==> config.mk <==
export PLATFORM = sky130hd
export DESIGN_NAME = timer_dev
export DESIGN_NICKNAME = d
export VERILOG_FILES = /design/src/rtl/timer_dev.sv
export SDC_FILE = /design/constraint.sdc
export NUM_CORES = 1
export LEC_CHECK = 0
export CORE_ASPECT_RATIO = 0.6
export CORE_UTILIZATION = 54
export CTS_CLUSTER_SIZE = 12
export DETAILED_ROUTE_END_ITERATION = 12
export HOLD_SLACK_MARGIN = 0.15
export PLACE_DENSITY = 0.89
export REMOVE_ABC_BUFFERS = 1
export SLEW_MARGIN = 10
export SYNTH_ARGS = -nofsm -noshare
export SYNTH_HDL_FRONTEND = slang
export SYNTH_SLANG_ARGS = --single-unit
==> constraint.sdc <==
create_clock -name clk -period 2.99 [get_ports clk]
set_input_delay 0.7475 -clock clk [delete_from_list [all_inputs] [get_ports clk]]
set_output_delay 0.7475 -clock clk [all_outputs]
set_load 0.03 [all_outputs]
==> src/rtl/timer_dev.sv <==
// Bus-mapped down-counter with CTRL/PRESET/COUNT registers, one-shot or auto-reload, masked interrupt.
// COUNT loads PRESET two edges after EN is written; irq rises N+2 edges after EN; no backpressure on the bus.
module timer_dev #(
  parameter int CNT_W = 32
) (
  input  logic        clk,
  input  logic        rst,
  input  logic        sel,
  input  logic [1:0]  addr,
  input  logic        we,
  input  logic [31:0] wdata,
  output logic [31:0] rdata,
  output logic        irq
);

  typedef enum logic [1:0] {IDLE, LOAD, CNT, INT} state_t;

  state_t           state;
  logic             en;
  logic [1:0]       mode;
  logic             im;
  logic [CNT_W-1:0] preset;
  logic [CNT_W-1:0] count;
  logic             pend;

  logic wr_ctrl;
  logic wr_preset;
  logic auto_reload;
  logic expire;
  logic en_nxt;
  logic im_nxt;
  logic pend_nxt;

  assign wr_ctrl     = sel & we & (addr == 2'd0);
  assign wr_preset   = sel & we & (addr == 2'd1);
  assign auto_reload = (mode == 2'b01);
  // A zero preset expires on the first counting cycle, same as a preset of one.
  assign expire      = (state == CNT) && en && (count <= CNT_W'(1));

  always_comb begin
    en_nxt = en;
    if (state == INT && !auto_reload) en_nxt = 1'b0;
    if (wr_ctrl) en_nxt = wdata[0];
  end

  always_comb begin
    im_nxt = im;
    if (wr_ctrl) im_nxt = wdata[3];
  end

  // Bus writes to CTRL/PRESET acknowledge the interrupt and take precedence.
  always_comb begin
    pend_nxt = pend;
    if (state == INT && auto_reload) pend_nxt = 1'b0;
    if (expire) pend_nxt = 1'b1;
    if (wr_ctrl || wr_preset) pend_nxt = 1'b0;
  end

  always_ff @(posedge clk or negedge rst) begin
    if (!rst) begin
      state  <= IDLE;
      en     <= 1'b0;
      mode   <= 2'b00;
      im     <= 1'b0;
      preset <= '0;
      count  <= '0;
      pend   <= 1'b0;
      irq    <= 1'b0;
    end else begin
      en   <= en_nxt;
      im   <= im_nxt;
      pend <= pend_nxt;
      irq  <= pend_nxt & im_nxt;
      if (wr_ctrl)   mode   <= wdata[2:1];
      if (wr_preset) preset <= wdata[CNT_W-1:0];
      case (state)
        IDLE: if (en) state <= LOAD;
        LOAD: begin
          count <= preset;
          state <= CNT;
        end
        CNT: begin
          if (!en) begin
            state <= IDLE;
          end else if (count > CNT_W'(1)) begin
            count <= count - CNT_W'(1);
          end else begin
            count <= '0;
            state <= INT;
          end
        end
        INT: state <= auto_reload ? LOAD : IDLE;
        default: state <= IDLE;
      endcase
    end
  end

  always_comb begin
    rdata = '0;
    if (sel) begin
      case (addr)
        2'd0:    rdata = {28'd0, im, mode, en};
        2'd1:    rdata = 32'(preset);
        2'd2:    rdata = 32'(count);
        default: rdata = '0;
      endcase
    end
  end

endmodule

== Word level (Yosys, flattened, before mapping) ==
Cells that the tools add are included.
Cells by class
  add/sub/neg operators: 1
  order comparisons: 2
  equality and inequality tests: 9
  muxes and demuxes: 16
  bitwise operators: 4
  reductions and logical operators: 12
Operator list (number)
  two-way mux 32 bit: 3
  one-hot mux 32 bit (3 select lines): 1
  one-hot mux 32 bit (2 select lines): 1
  greater-than comparator 32 x 1 -> 1 bit (second input constant): 1
  <= comparator 32 x 1 -> 1 bit (second input constant): 1
  subtractor 32 x 1 -> 32 bit (second input constant): 1
  one-hot mux 2 bit (4 select lines): 1
  two-way mux 1 bit: 7
  == test 2 x 1 -> 1 bit (second input constant): 3
  == test 2 bit (second input constant): 3
  two-way mux 2 bit: 3
  AND 1 bit: 4
  logical AND 1 bit: 4
  zero test 2 bit: 2
  inequality test 2 bit (second input constant): 2
  AND reduction 2 bit: 2
  nonzero test 2 bit: 2
  inequality test 3 bit (second input constant): 1
  zero test 1 bit: 1
  logical OR 1 bit: 1
Storage, ports and cells
  flip-flop bits (word level): 72
  bits of input ports: 38
  output and inout bits: 33

== Logic depth before layout (Yosys ltp) ==
Gate-level depths: netlist of run 1.
  word-level depth: 6
  depth in mapped cells: 9
  gate-level depth less buffers: 7

== Worst setup path after synthesis of run 1 ==
No wires, ideal clock.
  kind: input to output
  start point: in addr[1]
  end point: out rdata[21]
  arrival: 2.313 ns
  required time: 2.243 ns
  path slack: -0.070 ns
  cell stages on the path: 6
  buffers on the path: 3
  cells stage by stage: clkbuf_1 -> nor2b_1 -> clkbuf_1 -> buf_1 -> a22oi_1 -> nor2b_1
On the way
  word-level cells in the longest chain between the ends: 3
  elaborated cells between the ends (all ways): 5
RTL lines
  start, declared: RTL line 9  | input logic [1:0] addr,
  == test 2 bit (tied with other cells): RTL line 101  | case (addr)
  one-hot mux 32 bit (3 select lines) *: RTL line 101
  two-way mux 32 bit *: RTL line 100  | if (sel) begin
  end, declared: RTL line 12  | output logic [31:0] rdata,
Mark *: on every way between the ends. The rest lies on a longest branch, timed or not.

== Worst setup path in the final report of run 1 ==
  start point: in addr[1]
  end point: out rdata[28]
Same word-level chain as after synthesis.

==> results of run 1 <==
per-stage QoR:
| stage | cells | setup TNS (ns) |
|---|---|---|
| floorplan | 409 | -31.52 |
| CTS | 619 | 0 |
| finish | 619 | 0 |
| detailed placement | 605 | 0 |
| global route | 619 | 0 |
| global placement | 605 | 0 |
metal layers:
metal	vias up	wire length [um]
li1	1812	-
met1	1918	5230
met3	21	1010
met2	197	5480
met5	-	0
met4	0	165
cells by family after synthesis:
group / Yosys count / synth area share
buffers and inverters: 44 / 0.0401
adders and majority gates: 2 / 0.00594
muxes: 45 / 0.117
and+or+nand+nor: 153 / 0.195
AOI/OAI and AO/OA: 128 / 0.213
DFF: 72 / 0.428
critical path, stage by stage:
cell             delay, ns
clkdlybuf4s50_1       0.56
nor2b_2               0.23
buf_12                0.20
a22oi_1               0.09
nor2b_1               0.15
buf_4                 0.18
final cells by class:
class / count / area, um^2
tap: 104 / 130
multi-input combinational: 328 / 2240
sequential: 72 / 1800
clock inverter: 1 / 5.00
fill: 594 / 2090
timing repair buffer: 92 / 831
clock buffer: 13 / 250
inverter: 9 / 33.8
cell usage in the layout, fill, tap and decap left out, types with 3 or more instances in the layout:
cell type,netlist,routed
buf_12,0,4
nor4_1,9,9
nor2_1,19,19
clkbuf_1,28,3
o211ai_1,4,4
nor2b_1,33,31
a22o_1,5,5
nor3_1,16,16
a31oi_1,6,6
a221o_1,3,3
or4_1,6,6
mux2i_1,10,10
o311ai_0,4,4
clkbuf_16,0,9
clkdlybuf4s50_1,0,37
nand4_1,3,3
dfrtp_1,72,72
a32oi_1,4,4
a22oi_1,37,37
buf_4,0,50
or3_1,3,3
mux2_2,35,35
o22ai_1,10,10
inv_1,8,8
nand3_1,16,16
and2_1,5,5
o21ai_0,22,22
nand2_1,29,29
and3_1,3,3
a21oi_1,16,16
flip-flops by register name, summed over array words and instances, names as in the netlist:
name    count
irq         1
en          1
count      32
pend        1
mode        2
preset     32
im          1
state       2
how the worst max path moves through the flow:
| stage | depth (start not counted) | start | end |
|---|---|---|---|
| 4_1_cts | 6 | addr[1] | rdata[29] |
| 5_1_grt | 6 | addr[1] | rdata[14] |
| 3_3_place_gp | 6 | addr[1] | rdata[25] |
| 6_report | 6 | addr[1] | rdata[28] |
| 2_1_floorplan | 3 | addr[0] | preset[0] |
| 3_5_place_dp | 6 | addr[1] | rdata[5] |
power by group:
group / switching (uW) / internal, uW / leakage [uW]
registers: 498 / 1320 / 0.000879
clock network: 385 / 574 / 0.000126
logic: 1010 / 779 / 0.00115
total: 1890 / 2670 / 0.00215
==> flow_summary_export.csv, run 1 <==
group,metric,value,unit
routing,drc_errors,0,
critical_path,timing.rr.start,"count[0]",
sta,finalSetupViolCount,0,
floorplan,die_w,116,um
yosys,ys_seq_area_frac,0.428,
floorplan,initial_core_util,0.570,
clocking,path_clk_slew,0.05,ns
sta,layout_worst_path_cycle_share,0.976,
yosys,ys_types,52,
yosys,synth_top_cell_area_share,0.428,
grt,met2_usage,0.476,
pwr,powerDensity,861,mW/mm^2
grt,grt_overflow,0,
grt,track_usage,0.318,
critical_path,critPathArrivalTime,2.17,ns
clocking,holdBufCountCts,0,
grt,grt_max_degree,40,
pwr,p_total,4560,uW
routing,vias,3948,
yosys,synth_most_common_cell,"dfrtp_1",
critical_path,start_kind,"primary input",
critical_path,worstPathMaxFanout,28,
floorplan,fp.coreArea,0.00739,mm^2
critical_path,critPathKind,"primary input to output port",
critical_path,worst_setup_path_end_kind,"output port",
finish,fin_nets,552,
routing,firstDrtPassIters,5,
grt,grt_use_met1,0.450,
yosys,yosysTopAreaCell,"dfrtp_1",
yosys,yosysWarnings,0,
clocking,cts_setup_buffers,0,
routing,wl_per_cell,19.2,um
floorplan,ios,71,
min_path,min_path_cells,1,
yosys,synth-edff-count,0,
finish,stdcell_area,0.00530,mm^2
clocking,cts_tree,"yes",
sta,relSlewSlack,0.370,
critical_path,crit_required,2.24,ns
finish,num_antenna_cells,0,
critical_path,rr_endpoint,"count[24]",
sta,rsz0062_at_grt,"false",
finish,areaGrowthSynthToFinish,25.8,%
sta,fmax,343,MHz
finish,drive_above_1_share,0.206,
clocking,h-tree-depth,3,
min_path,hp-class,"flop to flop",
outcome,status,"completed",
placed_design,routabilityCongestion,0.922,
yosys,synth_area_leaders,"dfrtp_1 (43%), mux2_2 (9.4%), a22oi_1 (6.6%), nor2b_1 (4.9%), o21ai_0 (2.6%)",
sta,drv_slew,0,
sta,hold_viol,0,
clocking,clk_latency,0.34,ns
floorplan,rows,24,
sta,worst_pin_slew,0.945,ns
yosys,postSynth.asyncResetShare,1.00,
critical_path,r2r_cells,7,
clocking,cts_buffer_depth,2,
placed_design,hpwl,8080,um
finish,fin_util,0.717,
grt,grt_pass1_vias,3834,
routing,vias_per_cell,6.38,
clocking,root_buffer,"clkbuf_16",
grt,grt_pass1_wl,19700,um
grt,grt.busiest_layer,"met2",
yosys,avgSynthCellArea,9.48,um^2
sta,fin_ws,0.0715,ns
sta,hold_slack,0.538,ns
sta,worst_clock_skew,0.00421,ns
yosys,netlist_instances,444,
min_path,holdPathEnd,"count[23]",
routing,antenna_left,0,
routing,drt_wl_total,11900,um
min_path,min-delay-start,"preset[23]",
placed_design,port_buffers,70,
clocking,numCtsBuffers,9,
floorplan,die_y,70.4,um
yosys,synthTopCellsByCount,"dfrtp_1 (72), a22oi_1 (37), mux2_2 (35)",
sta,finalWorstPathRequiredPeriod,2.92,ns
grt,met3_usage,0.0877,
floorplan,die_area,0.00817,mm^2
clocking,cts_resized,0,
clocking,clock-sinks,72,
routing,first_iter_violations,412,
placed_design,dpl_cell_area,0.00504,mm^2
critical_path,reg2reg_slack,0.21,ns
pwr,ir_worst_vdd,429,uV
yosys,synth.cell_area,0.00421,mm^2
placed_design,pre_cts_ws,0.0947,ns
pwr,p_leak,0.00215,uW
job,max_cap_viol_count,0,
yosys,ys_ff_latch,72,
grt,antenna_found_initial,0,
yosys,ys.flop_type,"dfrtp_1",
No activity file was read; power rests on OpenSTA's default activity.
==> run 2, diff against run 1 <==
PLACE_DENSITY = 0.85   (was 0.89)
==> flow_summary_export.csv, run 2 (synthesis gave the netlist of run 1 again) <==
group,metric,value,unit
critical_path,worst_path_max_delay_cell,"or4_1",
sta,worst_pin_slew,0.767,ns
routing,top_layer,"met4",
routing,antenna_left,0,
clocking,cts_tree,"yes",
grt,grt_overflow,0,
routing,firstDrtPassIters,5,
finish,final_cell_mix,"dfrtp_1 (72), buf_4 (51), a22oi_1 (37)",
critical_path,cp_top_family,"simple AND/OR/NAND/NOR gates",
grt,track_usage,0.306,
finish,reg.largest.list,"count (32), preset (32)",
critical_path,cp_common_cell,"or4_1",
placed_design,pre_cts_ws,0.0609,ns
sta,finalWorstPathRequiredPeriod,2.74,ns
floorplan,die_w,116,um
clocking,path_clk_slew,0.06,ns
pwr,ir_worst_vdd,394,uV
critical_path,worstPathMaxFanout,7,
grt,antenna_found_initial,0,
clocking,cts_resized,0,
sta,hold_slack,0.427,ns
clocking,clock-sinks,72,
routing,route.met3.wl,1120,um
critical_path,crit_buf_inv,1,
critical_path,critPathKind,"flop to flop",
floorplan,ios,71,
routing,wl_per_cell,18.4,um
routing,drc_errors,0,
pwr,p_leak,0.00219,uW
finish,drive_above_1_share,0.209,
finish,stdcell_area,0.00533,mm^2
routing,drt_wl_total,11400,um
clocking,clk_latency,0.34,ns
clocking,cts_setup_buffers,0,
placed_design,hpwl,7810,um
placed_design,routabilityCongestion,0.928,
finish,num_antenna_cells,0,
grt,grt_max_degree,73,
clocking,cts_buffer_depth,2,
critical_path,start_kind,"flop",
finish,layout_commonest_cell,"dfrtp_1",
sta,relSlewSlack,0.485,
sta,layout_worst_path_cycle_share,0.915,
clocking,numCtsBuffers,9,
grt,grt_pass1_vias,3719,
critical_path,worst_setup_path_end_kind,"flop",
routing,first_iter_violations,323,
min_path,hp-class,"primary input to asynchronous set/reset pin",
sta,worst_clock_skew,0.00674,ns
placed_design,port_buffers,70,
outcome,status,"completed",
critical_path,critPathArrivalTime,3.02,ns
critical_path,max_stage_delay,0.47,ns
pwr,powerDensity,866,mW/mm^2
floorplan,die_area,0.00817,mm^2
floorplan,fp.coreArea,0.00739,mm^2
sta,fmax,365,MHz
floorplan,initial_core_util,0.570,
routing,m1WireLength,5090,um
finish,fin_nets,552,
critical_path,path_cells,"inv_1, ha_1, or3b_1, or4_1, or4_1, or4_1, nand2_1",
clocking,holdBufCountCts,0,
floorplan,die_y,70.4,um
job,max_cap_viol_count,0,
routing,routed-wl-met2,5010,um
grt,grt_pass1_wl,18900,um
clocking,root_buffer,"clkbuf_16",
routing,vias_per_cell,6.38,
sta,rsz0062_at_grt,"false",
routing,vias,3959,
critical_path,crit_required,3.27,ns
clocking,h-tree-depth,3,
placed_design,dpl_cell_area,0.00503,mm^2
sta,finalSetupViolCount,0,
floorplan,rows,24,
sta,drv_slew,0,
sta,hold_viol,0,
sta,fin_ws,0.254,ns
finish,areaGrowthSynthToFinish,26.5,%
run 2: worst reg2reg max path: cells and delay by family, from the launching register on:
family                     cells  cell delay [ns]
and+or+nand+nor                5             1.85
DFF                            1             0.40
adders and majority gates      1             0.28
buffers and inverters          1             0.14
run 2: report_power, final:
| part | switching [uW] | total, uW | leakage, uW | internal [uW] |
|---|---|---|---|---|
| Clock | 400 | 1040 | 0.000140 | 642 |
| Sequential | 488 | 1810 | 0.000879 | 1320 |
| Combinational | 995 | 1760 | 0.00117 | 770 |
| Total | 1880 | 4610 | 0.00219 | 2730 |
run 2: layout make-up:
| cell class | instances | area, um^2 |
|---|---|---|
| timing repair buffer | 92 | 823 |
| tap | 104 | 130 |
| clock buffer | 12 | 236 |
| inverter | 9 | 33.8 |
| fill | 568 | 2060 |
| multi-input combinational | 328 | 2250 |
| sequential | 72 | 1800 |
| clock inverter | 4 | 45.0 |
run 2: final timing paths:
kind                            from         end  slack [ns]  depth (start not counted)
hold reg to reg            preset[6]    count[6]        0.53                          1
max in group asynchronous        rst  preset[15]        2.26                          2
hold / removal                   rst  preset[18]        0.43                          2
min in group clk           preset[6]    count[6]        0.53                          1
setup / recovery            count[1]   count[24]        0.25                          7
setup reg to reg            count[1]   count[24]        0.25                          7
run 2: per-stage QoR:
stage / instances / setup TNS (ns) / power, uW / utilization
after floorplan: 409 / -31.52 / 2860 / -
after global placement: 605 / 0 / 3450 / 0.681
after detailed placement: 605 / 0 / 3520 / 0.681
after CTS: 621 / 0 / 4580 / 0.719
after global routing: 621 / 0 / 4910 / 0.721
final: 621 / 0 / 4610 / 0.721
run 2: metal layers:
layer,track usage,vias up
met5,0,-
met4,0.115,0
met3,0.0729,30
met2,0.445,237
met1,0.439,1887
li1,-,1805
==> run 3, diff against run 2 <==
SETUP_SLACK_MARGIN = 0.15   (was not set)
SKIP_LAST_GASP = 1   (was not set)
==> flow_summary_export.csv, run 3 (synthesis gave the netlist of run 1 again) <==
group,metric,value,unit
finish,fill_cells,570,
routing,antenna_left,0,
routing,wl_per_cell,18.4,um
critical_path,reg2reg_slack,0.30,ns
placed_design,port_buffers,70,
sta,drv_slew,0,
sta,hold_viol,0,
routing,drc_errors,0,
sta,worst_clock_skew,0.00733,ns
critical_path,timing.rr.start,"count[0]",
critical_path,worstPathMaxFanout,7,
grt,grt_pass1_vias,3719,
pwr,ir_worst_vdd,395,uV
clocking,cts_setup_buffers,0,
finish,layout_commonest_cell,"dfrtp_1",
grt,antenna_found_initial,0,
clocking,root_buffer,"clkbuf_16",
placed_design,place_inst,605,
floorplan,die_area,0.00817,mm^2
critical_path,rr_endpoint,"count[24]",
placed_design,hpwl,7810,um
sta,finalWorstPathRequiredPeriod,2.69,ns
clocking,numCtsBuffers,9,
critical_path,start_kind,"flop",
placed_design,routabilityCongestion,0.928,
routing,vias_per_cell,6.30,
critical_path,cp_common_cell,"or4_1",
sta,finalSetupViolCount,0,
pwr,powerDensity,867,mW/mm^2
routing,drt_wl_total,11500,um
placed_design,pre_cts_ws,0.0609,ns
clocking,clk_latency,0.34,ns
floorplan,initial_core_util,0.570,
critical_path,critPathKind,"flop to flop",
floorplan,die_w,116,um
pwr,p_leak,0.00217,uW
critical_path,path_cells,"inv_1, ha_2, or3b_1, or4_1, or4_1, or4_1, nand2_1",
sta,worst_pin_slew,0.738,ns
outcome,status,"completed",
routing,firstDrtPassIters,5,
floorplan,rows,24,
finish,fin_nets,552,
grt,grt_max_degree,73,
grt,track_usage,0.306,
routing,vias,3914,
finish,reg.largest.list,"count (32), preset (32)",
clocking,h-tree-depth,3,
clocking,path_clk_slew,0.05,ns
critical_path,critPathArrivalTime,2.97,ns
clocking,cts_buffer_depth,2,
floorplan,die_y,70.4,um
finish,drive_above_1_share,0.211,
sta,layout_worst_path_cycle_share,0.899,
sta,relSlewSlack,0.504,
critical_path,crit_required,3.27,ns
critical_path,crit_end,"count[24]",
critical_path,worst_setup_path_end_kind,"flop",
clocking,cts_tree,"yes",
floorplan,ios,71,
routing,first_iter_violations,335,
critical_path,worst_path_max_delay_cell,"or4_1",
critical_path,crit_path_start,"count[0]",
floorplan,fp.coreArea,0.00739,mm^2
sta,rsz0062_at_grt,"false",
sta,fmax,372,MHz
finish,final_cell_mix,"dfrtp_1 (72), buf_4 (51), a22oi_1 (37)",
finish,num_antenna_cells,0,
finish,areaGrowthSynthToFinish,26.4,%
sta,fin_ws,0.302,ns
grt,grt_pass1_wl,18900,um
critical_path,max_stage_delay,0.47,ns
job,max_cap_viol_count,0,
grt,grt_overflow,0,
critical_path,r2r_cells,7,
min_path,hp-class,"primary input to asynchronous set/reset pin",
clocking,clock-sinks,72,
finish,fin_cells,621,
## run 3: cell count changes in the layout (fill, tap and decap cells not counted)
| cell | before | now |
|---|---|---|
| ha_2 | 0 | 1 |
| ha_1 | 2 | 1 |
| dlymetal6s2s_1 | 2 | 0 |
| dlygate4sd2_1 | 0 | 2 |
## run 3: layout make-up
class / instances / area [um^2] / area share
multi-input combinational: 328 / 2260 / 0.424
sequential: 72 / 1800 / 0.339
timing repair buffer: 92 / 816 / 0.153
tap: 104 / 130 / 0.0245
clock buffer: 12 / 236 / 0.0444
clock inverter: 4 / 45.0 / 0.00847
inverter: 9 / 33.8 / 0.00635
## run 3: critical path: cells and delay by family, from the launching register on
| family | cells | cell delay, ns |
|---|---|---|
| DFF | 1 | 0.45 |
| and+or+nand+nor | 5 | 1.83 |
| buffers and inverters | 1 | 0.12 |
| adders and majority gates | 1 | 0.23 |
## run 3: worst min path at each step
stage,to,startpoint,slack (ns)
final,preset[18],rst,0.43
after CTS,preset[18],rst,0.45
after floorplan,count[0],rst,0.45
after detailed placement,count[28],preset[28],0.51
after global routing,preset[18],rst,0.47
after global placement,count[6],preset[6],0.51
## run 3: power breakdown
| part | internal, uW | leakage, uW | switching (uW) |
|---|---|---|---|
| sequential | 1320 | 0.000879 | 488 |
| clock | 642 | 0.000140 | 397 |
| combinational | 772 | 0.00115 | 996 |
| total | 2730 | 0.00217 | 1880 |
## run 3: repair_timing
item,in CTS,in global routing
hold endpoints to repair,0,0
endpoints found under the setup margin,32,2
hold buffers,0,0
gates resized for setup,4,1
## run 3: metal layers
metal	global-route usage	share of wire
met5	0	0
met4	0.115	0.019
met3	0.0729	0.11
met2	0.444	0.44
met1	0.442	0.43
## run 3: stage by stage
stage | cell area [um^2] | setup TNS (ns) | hold WS, ns | util | power [uW]
5_1_grt | 5320 | 0 | 0.471 | 0.720 | 4910
6_report | 5320 | 0 | 0.425 | 0.720 | 4610
3_5_place_dp | 5030 | 0 | 0.512 | 0.681 | 3520
3_3_place_gp | 5030 | 0 | 0.508 | 0.681 | 3450
4_1_cts | 5320 | 0 | 0.454 | 0.720 | 4580
2_1_floorplan | 4080 | -31.52 | 0.452 | - | 2860
